`src/rtl/pkg_cpu.sv`:
```
// Shared CPU encodings.
// Data access size used on CPU-side and memory-side buses.
package pkg_cpu;

    localparam logic CPU_DATA_ACC_SZ_8  = 1'b0;
    localparam logic CPU_DATA_ACC_SZ_16 = 1'b1;

endpackage

```
`src/rtl/pkg_mem_arb.sv`:
```
// Memory arbiter types and constants.
// FSM states, requester indices, lock depth, legality helper.
package pkg_mem_arb;

    import pkg_cpu::*;

    typedef enum logic [1:0] {
        ARB_IDLE  = 2'd0,
        ARB_ISSUE = 2'd1,
        ARB_RESP  = 2'd2
    } arb_state_e;

    localparam logic REQ_CPU = 1'b0;
    localparam logic REQ_DBG = 1'b1;

    // Grants covered by one lock (32-bit fetch = two halves).
    localparam logic [1:0] LOCK_DEPTH = 2'd2;

    // 16-bit writes and misaligned 16-bit accesses are refused.
    function automatic logic acc_legal(
        input logic we,
        input logic sz,
        input logic a0
    );
        return !((sz == CPU_DATA_ACC_SZ_16) && (we || a0));
    endfunction

endpackage

```
`src/rtl/spcpu_arb_picker.sv`:
```
// Winner selection for the memory arbiter.
// Lock owner first, then round-robin on last grant.
module spcpu_arb_picker
    import pkg_mem_arb::*;
(
    input  logic [1:0] i_cand,
    input  logic       i_last_grant,
    input  logic       i_lock_act,
    input  logic       i_lock_idx,
    output logic       o_winner,
    output logic       o_gnt_valid,
    output logic       o_lock_hit
);

    // Pick the locked owner if it is asking, else alternate.
    always_comb begin
        o_winner    = REQ_CPU;
        o_gnt_valid = |i_cand;
        o_lock_hit  = 1'b0;
        if (i_lock_act && i_cand[i_lock_idx]) begin
            o_winner   = i_lock_idx;
            o_lock_hit = 1'b1;
        end else if (&i_cand) begin
            o_winner = ~i_last_grant;
        end else if (i_cand[REQ_DBG]) begin
            o_winner = REQ_DBG;
        end
    end

endmodule

```
`src/rtl/spcpu_mem_arbiter.sv`:
```
// Two-requester memory arbiter (CPU, debug/loader).
// Fixed 3-cycle transaction: grant, issue, response.
module spcpu_mem_arbiter
    import pkg_cpu::*;
    import pkg_mem_arb::*;
(
    input  logic        clk,
    input  logic        reset,

    input  logic        req0_valid,
    input  logic [15:0] req0_addr,
    input  logic        req0_we,
    input  logic        req0_acc_sz,
    input  logic [15:0] req0_wdata,
    input  logic        req0_lock,
    output logic        req0_ready,
    output logic        req0_rvalid,
    output logic [15:0] req0_rdata,
    output logic        req0_err,

    input  logic        req1_valid,
    input  logic [15:0] req1_addr,
    input  logic        req1_we,
    input  logic        req1_acc_sz,
    input  logic [15:0] req1_wdata,
    input  logic        req1_lock,
    output logic        req1_ready,
    output logic        req1_rvalid,
    output logic [15:0] req1_rdata,
    output logic        req1_err,

    output logic [15:0] mem_addr,
    output logic        mem_we,
    output logic        mem_acc_sz,
    output logic [15:0] mem_wdata,
    input  logic [15:0] mem_rdata
);

    arb_state_e  r_state;
    logic        r_owner;
    logic        r_we;
    logic        r_last_grant;
    logic [1:0]  r_lock_left;
    logic [15:0] r_mem_addr;
    logic        r_mem_we;
    logic        r_mem_acc_sz;
    logic [15:0] r_mem_wdata;
    logic [15:0] r_rdata0;
    logic [15:0] r_rdata1;

    logic [1:0]  w_valid;
    logic [1:0]  w_legal;
    logic [1:0]  w_cand;
    logic        w_idle;
    logic        w_winner;
    logic        w_gnt_valid;
    logic        w_lock_hit;
    logic        w_grant;
    logic        w_resp_rd;
    logic [15:0] w_sel_addr;
    logic        w_sel_we;
    logic        w_sel_sz;
    logic [15:0] w_sel_wdata;
    logic        w_sel_lock;

    assign w_valid = {req1_valid, req0_valid};

    assign w_legal[0] = acc_legal(req0_we, req0_acc_sz, req0_addr[0]);
    assign w_legal[1] = acc_legal(req1_we, req1_acc_sz, req1_addr[0]);

    assign w_cand = w_valid & w_legal;
    assign w_idle = (r_state == ARB_IDLE) && !reset;

    spcpu_arb_picker u_picker (
        .i_cand      (w_cand),
        .i_last_grant(r_last_grant),
        .i_lock_act  (r_lock_left != 2'd0),
        .i_lock_idx  (r_last_grant),
        .o_winner    (w_winner),
        .o_gnt_valid (w_gnt_valid),
        .o_lock_hit  (w_lock_hit)
    );

    assign w_grant = w_idle && w_gnt_valid;

    assign w_sel_addr  = w_winner ? req1_addr   : req0_addr;
    assign w_sel_we    = w_winner ? req1_we     : req0_we;
    assign w_sel_sz    = w_winner ? req1_acc_sz : req0_acc_sz;
    assign w_sel_wdata = w_winner ? req1_wdata  : req0_wdata;
    assign w_sel_lock  = w_winner ? req1_lock   : req0_lock;

    assign req0_ready = w_grant && (w_winner == REQ_CPU);
    assign req1_ready = w_grant && (w_winner == REQ_DBG);

    assign req0_err = w_idle && w_valid[0] && !w_legal[0];
    assign req1_err = w_idle && w_valid[1] && !w_legal[1];

    assign w_resp_rd = (r_state == ARB_RESP) && !r_we && !reset;

    assign req0_rvalid = w_resp_rd && (r_owner == REQ_CPU);
    assign req1_rvalid = w_resp_rd && (r_owner == REQ_DBG);

    assign req0_rdata = req0_rvalid ? mem_rdata : r_rdata0;
    assign req1_rdata = req1_rvalid ? mem_rdata : r_rdata1;

    assign mem_addr   = r_mem_addr;
    assign mem_we     = r_mem_we;
    assign mem_acc_sz = r_mem_acc_sz;
    assign mem_wdata  = r_mem_wdata;

    // Arbiter FSM; memory bus registered so it is live only in ARB_ISSUE.
    always_ff @(posedge clk) begin
        if (reset) begin
            r_state      <= ARB_IDLE;
            r_owner      <= REQ_CPU;
            r_we         <= 1'b0;
            r_last_grant <= REQ_DBG;
            r_lock_left  <= 2'd0;
            r_mem_addr   <= 16'h0000;
            r_mem_we     <= 1'b0;
            r_mem_acc_sz <= CPU_DATA_ACC_SZ_8;
            r_mem_wdata  <= 16'h0000;
        end else begin
            r_mem_addr   <= 16'h0000;
            r_mem_we     <= 1'b0;
            r_mem_acc_sz <= CPU_DATA_ACC_SZ_8;
            r_mem_wdata  <= 16'h0000;
            unique case (r_state)
                ARB_IDLE: begin
                    if (w_gnt_valid) begin
                        r_state      <= ARB_ISSUE;
                        r_owner      <= w_winner;
                        r_we         <= w_sel_we;
                        r_last_grant <= w_winner;
                        r_mem_addr   <= w_sel_addr;
                        r_mem_we     <= w_sel_we;
                        r_mem_acc_sz <= w_sel_sz;
                        r_mem_wdata  <= w_sel_wdata;
                        if (w_lock_hit) begin
                            r_lock_left <= r_lock_left - 2'd1;
                        end else if (w_sel_lock) begin
                            r_lock_left <= LOCK_DEPTH - 2'd1;
                        end else begin
                            r_lock_left <= 2'd0;
                        end
                    end else begin
                        r_lock_left <= 2'd0;
                    end
                end
                ARB_ISSUE: r_state <= ARB_RESP;
                ARB_RESP:  r_state <= ARB_IDLE;
                default:   r_state <= ARB_IDLE;
            endcase
        end
    end

    // Read data holding registers, updated on each rvalid.
    always_ff @(posedge clk) begin
        if (reset) begin
            r_rdata0 <= 16'h0000;
            r_rdata1 <= 16'h0000;
        end else begin
            if (req0_rvalid) begin
                r_rdata0 <= mem_rdata;
            end
            if (req1_rvalid) begin
                r_rdata1 <= mem_rdata;
            end
        end
    end

endmodule

```
`config.mk`:
```
export PLATFORM = sky130hd
export DESIGN_NAME = spcpu_mem_arbiter
export DESIGN_NICKNAME = d
export VERILOG_FILES = /design/src/rtl/pkg_cpu.sv /design/src/rtl/pkg_mem_arb.sv /design/src/rtl/spcpu_arb_picker.sv /design/src/rtl/spcpu_mem_arbiter.sv
export SDC_FILE = /design/constraint.sdc
export NUM_CORES = 1
export LEC_CHECK = 0
export ABC_AREA = 1
export CAP_MARGIN = 20
export CORE_AREA = 2 2 87 89
export CTS_BUF_LIST = sky130_fd_sc_hd__clkbuf_4 sky130_fd_sc_hd__clkbuf_8
export DETAILED_ROUTE_END_ITERATION = 8
export DIE_AREA = 0 0 89 91
export PLACE_DENSITY = 0.87
export SYNTH_ARGS = -nofsm -noshare
export SYNTH_HDL_FRONTEND = slang
export SYNTH_SLANG_ARGS = --single-unit
```
`constraint.sdc`:
```
create_clock -name clk -period 3.3 [get_ports clk]
set_clock_uncertainty 0.1 [all_clocks]
set_input_delay 0.33 -clock clk [delete_from_list [all_inputs] [get_ports clk]]
set_output_delay 0.33 -clock clk [all_outputs]
set_load 0.1 [all_outputs]
```
Yosys cells after proc, flatten, opt, wreduce, memory -nomap -nowiden
Cells that the tools add are included.

operators by class
  $add $sub $neg = 1
  magnitude comparators = 1
  eq/ne operators = 3
  muxes and demuxes = 18
  bitwise logic cells = 6
  reduce and logical (&&, ||, !) cells = 27

operators by type and width
  cell                                                         count
  two-way mux 16 bit                                           4
  logical AND 1 bit                                            15
  two-way mux 1 bit                                            10
  two-way mux 2 bit                                            3
  inverter 1 bit                                               5
  zero test 1 bit                                              4
  case mux 2 bit (2 select lines)                              1
  AND reduction 2 bit                                          2
  OR reduction 3 bit                                           1
  AND 2 bit                                                    1
  equality test 2 x 1 -> 1 bit (second input constant)         1
  equality test 2 bit (second input constant)                  1
  zero test 2 bit                                              1
  logical OR 1 bit                                             2
  less-than comparator 1 x 2 -> 1 bit (second input constant)  1
  inequality test 2 bit (second input constant)                1
  nonzero test 2 bit                                           1
  OR reduction 2 bit                                           1
  subtractor 2 x 1 -> 2 bit (second input constant)            1

word-level totals
  flip-flop bits (word level) = 73
  input port bits = 90
  output and inout port bits = 72
  word-level logic and storage cells = 67

Depth between registers and ports, before layout
Gate-level depths: netlist of the first run.

  depth after elaboration = 12
  mapped depth = 10
  gate-level depth less buffers = 9

Cells and area by module
From an unflattened synthesis of the first run, not the netlist that was laid out.

unflattened totals
  cell total of the unflattened synthesis = 474
  area, all modules = 3353.2 um^2

modules (own cells, without submodules)
  module             instances  cells each  area an instance (um^2)  seq. area each (um^2)
  spcpu_mem_arbiter  1          462         3299.4                   1461.4
  spcpu_arb_picker   1          12          53.8                     0.0

Least setup slack after synthesis of the first run
No wires, ideal clock.

  path type = input to output
  start = in reset
  end = out req0_err
  data arrival time = 2963 ps
  data required time = 2870 ps
  setup slack = -93 ps
  cell stages on the path = 4
  path buffers = 1
  path through = buf_2 > inv_1 > nand2_1 > nor3b_1

on the way
  word-level cells in the longest chain between the ends = 4

RTL lines
  what                             RTL line                 RTL
  start, declared                  spcpu_mem_arbiter.sv:8   input logic reset,
  zero test 1 bit                  spcpu_mem_arbiter.sv:72  assign w_idle = (r_state == ARB_IDLE) && !reset;
  logical AND 1 bit                spcpu_mem_arbiter.sv:72
  logical AND 1 bit (2 in series)  spcpu_mem_arbiter.sv:95  assign req0_err = w_idle && w_valid[0] && !w_legal[0];
  end, declared                    spcpu_mem_arbiter.sv:19  output logic req0_err,

Every way passes these cells.

Worst setup path after layout of the first run
Same ends and word-level chain as after synthesis.

==> metrics, run 1 <==
Die Y=91 um; status=finished, final reports clean; highest clock rate=0.415 GHz; CTS root buffer=clkbuf_8; Max IR drop VDD=0.000220 V; floorplan core area=7140 sq um; DPL Wire Length=6.73 mm; vias=3033; Tightest Hold Check Type=reg -> reg; first-pass GRT wire length=14.1 mm; fill count=518; CTS Hold Bufs=0; worst skew pair latency=0.32 ns; total global routing overflow=0; IO Pins=162; Req. time, crit path=2.87 ns; clk slew on worst S/H paths=0.06 ns; Area Overhead vs Synth=70.6%; starting density of the core=43.5%; CTS Sinks=73; setup tns final=0 ns; post-synthesis instance total=392; drt first pass iters=4; Worst EP arrival=1.98 ns; Synth Flop Type=dfxtp_1; Async SR Flop Fraction=0%; power share of the sequential group=41.2%; critical path class=in -> out; Synth cell types=29; final worst-path cycle share=73.0%; ANT nets after route=0; Iteration-0 DRC Markers=66; leak pwr=2.35 nW; nets=640; critical path endpoint category=output pin; drt total wl=8.71 mm; largest net degree at the start of global routing=50; mean post-synth cell area=7.92 sq um; average wire per standard cell=13.4 um; register area share after synthesis=47.1%; Post-synth EDFFs=0; sw frac=35.4%; # port buffers=161; Rows=31; die width=89 um; Max Cap Viol=0; Post-Syn Nets=483; minimum clock period=2.41 ns; RSZ-0062 raised after global routing=no; initial antenna violation count=0; n_diodes=0; CP Max Fanout=37; Tot GR Track Use=22.1%; CTS tree=done; sw power=0.811 mW; Setup violations, final=0; Post-Syn Area=3100 sq um; DR vias/cell=4.67; Tightest Pin Transition=1.01 ns; CTS H-Tree Depth=3; CTS Buf Count=9; Power Density=432 nW/um^2; Fin. Hold Viols=0; Max clock buf depth=2; number of global-route vias before repair=3046; RePlAce Congestion=0.889; Power Internal=1.48 mW; fraction of layout cells with a size suffix above 1=20.5%; final design utilization=74.2%; Slew Limit Headroom=32.6%; post-CTS sizing=0; full die area=8100 sq um; Ys Warns=0; Max Transition Viols Final=0; drt drc=0; Synth Register Bits=73; Clock Power Share=25.8%; Startpoint Class=input pin; Post-CTS Setup Inserts=0; Comb pwr share=33.0%
==> flip-flops by register name, summed over array words and instances (netlist names) <==
register and count:
mem_we 1, r_lock_left 2, mem_wdata 16, r_we 1, r_last_grant 1, r_state 2
r_rdata0 16, mem_addr 16, r_owner 1, r_rdata1 16, mem_acc_sz 1
==> layer usage <==
| layer | vias to the layer above | global-route usage [%] | part of all wire, % | routed length [um] |
|---|---|---|---|---|
| met3 | 25 | 3.55 | 4.5 | 396 |
| met1 | 1387 | 24.6 | 38 | 3320 |
| met5 | - | 0 | 0 | 0 |
| met2 | 82 | 39.6 | 54 | 4700 |
| met4 | 0 | 10.6 | 3.4 | 297 |
| li1 | 1539 | - | - | - |
==> worst max-delay path: stages <==
cell	delay [ns]
clkdlybuf4s50_1	0.41
buf_4	0.27
inv_1	0.19
nand2_1	0.15
nor3b_1	0.40
buf_12	0.23
==> power by group through the flow <==
stage	Sequential [mW]	Clock (mW)	Combinational (mW)
finish	0.943	0.589	0.756
global placement	0.961	0	0.746
detailed placement	0.963	0	0.758
floorplan	1.19	0	0.259
global route	0.946	0.641	0.789
CTS	0.943	0.603	0.759
==> cell usage after synthesis (2+ instances only) <==
| cell type | instances | area (sq um) |
|---|---|---|
| buf_6 | 4 | 45.0 |
| nand2_1 | 93 | 349 |
| a211oi_1 | 32 | 240 |
| a21oi_1 | 35 | 175 |
| nand3_1 | 6 | 30.0 |
| o21ai_0 | 2 | 10.0 |
| dfxtp_1 | 73 | 1460 |
| or2_2 | 29 | 181 |
| buf_2 | 9 | 45.0 |
| nor3b_1 | 2 | 15.0 |
| nor2_4 | 2 | 22.5 |
| nand2_2 | 20 | 125 |
| clkbuf_1 | 4 | 15.0 |
| or2_1 | 3 | 18.8 |
| nor2_2 | 2 | 12.5 |
| inv_1 | 58 | 218 |
| nor2_1 | 6 | 22.5 |
==> kinds of logic after synthesis <==
family | share of synthesized area, %
simple gates | 25.6
buf+inv | 12.0
compound gates | 14.7
flops | 47.1
xor+xnor | 0.282
fa+ha+maj | 0.403
==> metrics by stage <==
| stage | hold WS, ns | cells | worst slack (ns) | power (mW) | cell area, sq um |
|---|---|---|---|---|---|
| final | 0.351 | 650 | 0.891 | 2.29 | 5290 |
| after global routing | 0.379 | 650 | 0.770 | 2.38 | 5290 |
| after CTS | 0.346 | 650 | 0.889 | 2.30 | 5290 |
| after detailed placement | 0.331 | 637 | 0.888 | 1.72 | 5140 |
| after global placement | 0.329 | 637 | 0.927 | 1.71 | 5140 |
| after floorplan | 0.311 | 392 | -0.0925 | 1.45 | 3100 |
==> cell usage in the layout, fill, tap and decap left out, drive strengths merged <==
cell | Yosys | final
buf | 15 | 43
xnor2 | 1 | 1
clkdlybuf4s50 | 0 | 123
nor3 | 1 | 1
nor2 | 10 | 10
a31o | 1 | 1
clkbuf | 5 | 12
ha | 1 | 1
or2 | 32 | 32
nand3 | 6 | 6
a211oi | 32 | 32
nor3b | 2 | 2
dfxtp | 73 | 73
o211ai | 1 | 1
o21ai | 4 | 4
inv | 59 | 59
a21oi | 35 | 35
clkinv | 0 | 1
nand2 | 114 | 114
==> cell type report <==
type	instances	area (sq um)	share of cell area (%)
well taps	99	124	2.34
multi-input cells	240	1270	24.0
repair buffers	166	2050	38.8
clock buffers	12	153	2.88
inverters	59	226	4.28
clock inverters	1	5.00	0.0945
flip-flops and latches	73	1460	27.6
==> worst paths after layout <==
check | slack [ns] | to | startpoint | cells past startpoint
hold / removal | 0.35 | r_state[1] | r_state[1] | 1
setup reg to reg | 1.51 | r_owner | r_lock_left[0] | 8
setup / recovery | 0.89 | req0_err | reset | 6
hold reg to reg | 0.35 | r_state[1] | r_state[1] | 1
No activity file was read; power rests on OpenSTA's default activity.
==> run 2, diff against run 1 <==
CORE_AREA = 2 2 90 92   (was 2 2 87 89)
DIE_AREA = 0 0 92 94   (was 0 0 89 91)
PLACE_DENSITY = 0.82   (was 0.87)
clock period = 2.5 ns   (was 3.3 ns; I/O delays follow)
==> run 2 against run 1 <==
Net effect:
- critical path depth increased by 3
- count of clock-buffer cells in the layout increased by 3
- flip-flop and latch count unchanged
- clock power increased by 73%
- cell area increased by 2.9%
- global-route usage decreased by 1.5 points
- worst hold slack improved by 0.0048 ns
- wire length increased by 2.0%
- final cell count increased by 1.7%
- worst setup slack got worse by 0.72 ns
- non-clock buffer count increased by 4
- sequential share of layout area decreased by 0.77 points
==> metrics, run 2 (synthesized netlist as in run 1, its figures left out) <==
status=finished, final reports clean; Power Internal=2.16 mW (+46%); average wire per standard cell=13.4 um (+0.28%); Tightest Pin Transition=0.654 ns (-0.354 ns); critical path class=reg -> out; Worst EP arrival=1.98 ns (about the same); pre-CTS setup slack=0.163 ns (-0.725 ns); nets=645 (+0.78%); ANT nets after route=0 (unchanged); grt peak-use layer=met2; Hold Path End=r_state[1]; DR vias/cell=4.66 (about the same); CTS tree=done; reg2reg end=mem_wdata[15]; initial antenna violation count=0 (unchanged); Area Overhead vs Synth=75.5%; CTS Buf Count=9 (unchanged); Worst Reg2Reg Path Length in Cells=11 (+3); first-pass GRT wire length=14.0 mm (-0.54%); CP Cell Sequence=inv_1 -> ha_1 -> xnor2_1 -> nand3_1 -> nand2_2 -> buf_4 -> nand2_4 -> inv_6 -> buf_12; crit-path max cell delay=0.33 ns (-0.08 ns); DP Area=5210 sq um (+1.4%); Power Density=600 nW/um^2 (+39%); drt total wl=8.88 mm (+2.0%); met1 Use GR=22.7% (-2.0 points); Max clock buf depth=2 (unchanged); area of the multi-input gates=1400 sq um (+10%); worst skew pair latency=0.33 ns (about the same); n_diodes=0 (unchanged); met2 GRT Util=37.1% (-2.5 points); vias=3083 (+1.6%); number of global-route vias before repair=3017 (-0.95%); Max Cap Viol=0 (unchanged); Tightest Hold Check Type=reg -> reg; commonest non-fill, non-tap cell in the layout=nand2_1; Hold Path Origin=r_state[1]; clk slew on worst S/H paths=0.07 ns (about the same); leak pwr=2.45 nW (+4.2%); fraction of layout cells with a size suffix above 1=33.5% (+13 points); Tot GR Track Use=20.6% (-1.5 points); drt first pass iters=4 (unchanged); Req. time, crit path=2.15 ns (-0.72 ns); power share of the sequential group=38.1% (-3.1 points); Slew Limit Headroom=56.3% (+24 points); largest net degree at the start of global routing=50 (unchanged); Max Transition Viols Final=0 (unchanged); # port buffers=161 (unchanged); met3 global-route usage=6.18% (+2.6 points); Clock Power Share=31.2% (+5.4 points); RSZ-0062 raised after global routing=no; total power=3.27 mW (+43%); die width=92 um (+3.4%); RePlAce Congestion=0.768 (-14%); sw power=1.11 mW (+36%); reg-to-reg slack, setup=0.49 ns (-1.02 ns); DPL Wire Length=6.56 mm (-2.5%); fill count=582 (+12%); Fin. Hold Viols=0 (unchanged); sw frac=33.8% (-1.6 points); Final Worst Setup Slack=0.173 ns (-0.718 ns); Rows=32 (+3.2%); minimum clock period=2.33 ns; CP Max Fanout=25 (-32%); Comb pwr share=30.8% (-2.2 points); most frequent cells in the layout=nand2_1 (93), clkdlybuf4s50_1 (89), dfxtp_1 (73); fin cells=661 (+1.7%); highest clock rate=0.430 GHz; Max IR drop VDD=0.000306 V (+39%); critical path endpoint category=output pin; Critical-path top delay cell=dfxtp_1; IO Pins=162 (unchanged); floorplan core area=7610 sq um (+6.6%); Setup violations, final=0 (unchanged); worst hold margin=0.355 ns (+0.00482 ns); Iteration-0 DRC Markers=61 (-7.6%); Startpoint Class=register; Die Y=94 um (+3.3%); hold path depth=1 (unchanged); total global routing overflow=0 (unchanged); Post-CTS Setup Inserts=0 (unchanged); starting density of the core=40.8% (-2.7 points); drt drc=0 (unchanged); CTS root buffer=clkbuf_8; sequential standard cell area=1460 sq um (unchanged); full die area=8650 sq um (+6.8%); placed insts=644 (+1.1%); CP startpoint=r_lock_left[0]; cell family with most CP delay=buffers and inverters; R2R Path Start=r_lock_left[0]; CTS H-Tree Depth=3 (unchanged); cell area after layout=5450 sq um (+2.9%); final worst-path cycle share=93.1%; Critical path buffers and inverters=4 (unchanged); CTS Sinks=73 (unchanged)
-- run 2: cell types whose count changed in the layout (fill, tap and decap cells not counted), sizes merged --
| cell | delta |
|---|---|
| nor2 | +1 |
| buf | +38 |
| clkdlybuf4s50 | -34 |
| clkbuf | +3 |
| clkinv | -1 |
| bufinv | +1 |
-- run 2: worst register-to-register path, stage by stage (launching register included) --
cell and delay (ns):
dfxtp_1 0.33, inv_1 0.06, ha_1 0.22, xnor2_1 0.15, nand3_1 0.12, nand2_2 0.14, buf_4 0.15, nand2_4 0.07
inv_6 0.18, buf_4 0.26, nand2_1 0.08, nand2_1 0.08
-- run 2: layer usage --
metal / wire length (um) / part of all wire [%]
met5: 0 / 0
met4: 178 / 2.0
met3: 804 / 9.1
met2: 4410 / 50
met1: 3490 / 39
-- run 2: power groups by stage --
stage	Combinational [mW]	Clock, mW	Sequential (mW)
3_3_place_gp	0.993	0	1.27
2_1_floorplan	0.355	0	1.57
6_report	1.01	1.02	1.24
4_1_cts	1.01	1.04	1.24
3_5_place_dp	1.00	0	1.27
5_1_grt	1.05	1.09	1.25
-- run 2: how the worst max path moves through the flow --
stage / end / slack [ns] / depth (start not counted)
global placement: req1_ready / 0.19 / 7
finish: req0_ready / 0.17 / 9
floorplan: req0_err / -0.73 / 4
CTS: req1_ready / 0.03 / 7
detailed placement: req1_ready / 0.16 / 7
global route: req0_ready / 0.02 / 9
-- run 2: final cells by class --
type | count | area share, %
multi-input combinational | 241 | 25.7
clock buffer | 15 | 3.68
inverter | 59 | 4.16
clock inverter | 1 | 0.551
sequential | 73 | 26.8
timing repair buffer | 170 | 36.7
tap | 102 | 2.34
-- run 2: through the flow --
stage,setup TNS (ns),util (%)
floorplan,-1.47,-
global placement,0,68.5
detailed placement,0,68.5
CTS,0,71.5
global route,0,71.6
finish,0,71.6
-- run 2: repair_timing --
item / 4_1_cts / 5_1_grt
hold buffers: 0 / 0
setup endpoints to repair: 0 / 1
resized for setup: 0 / 0
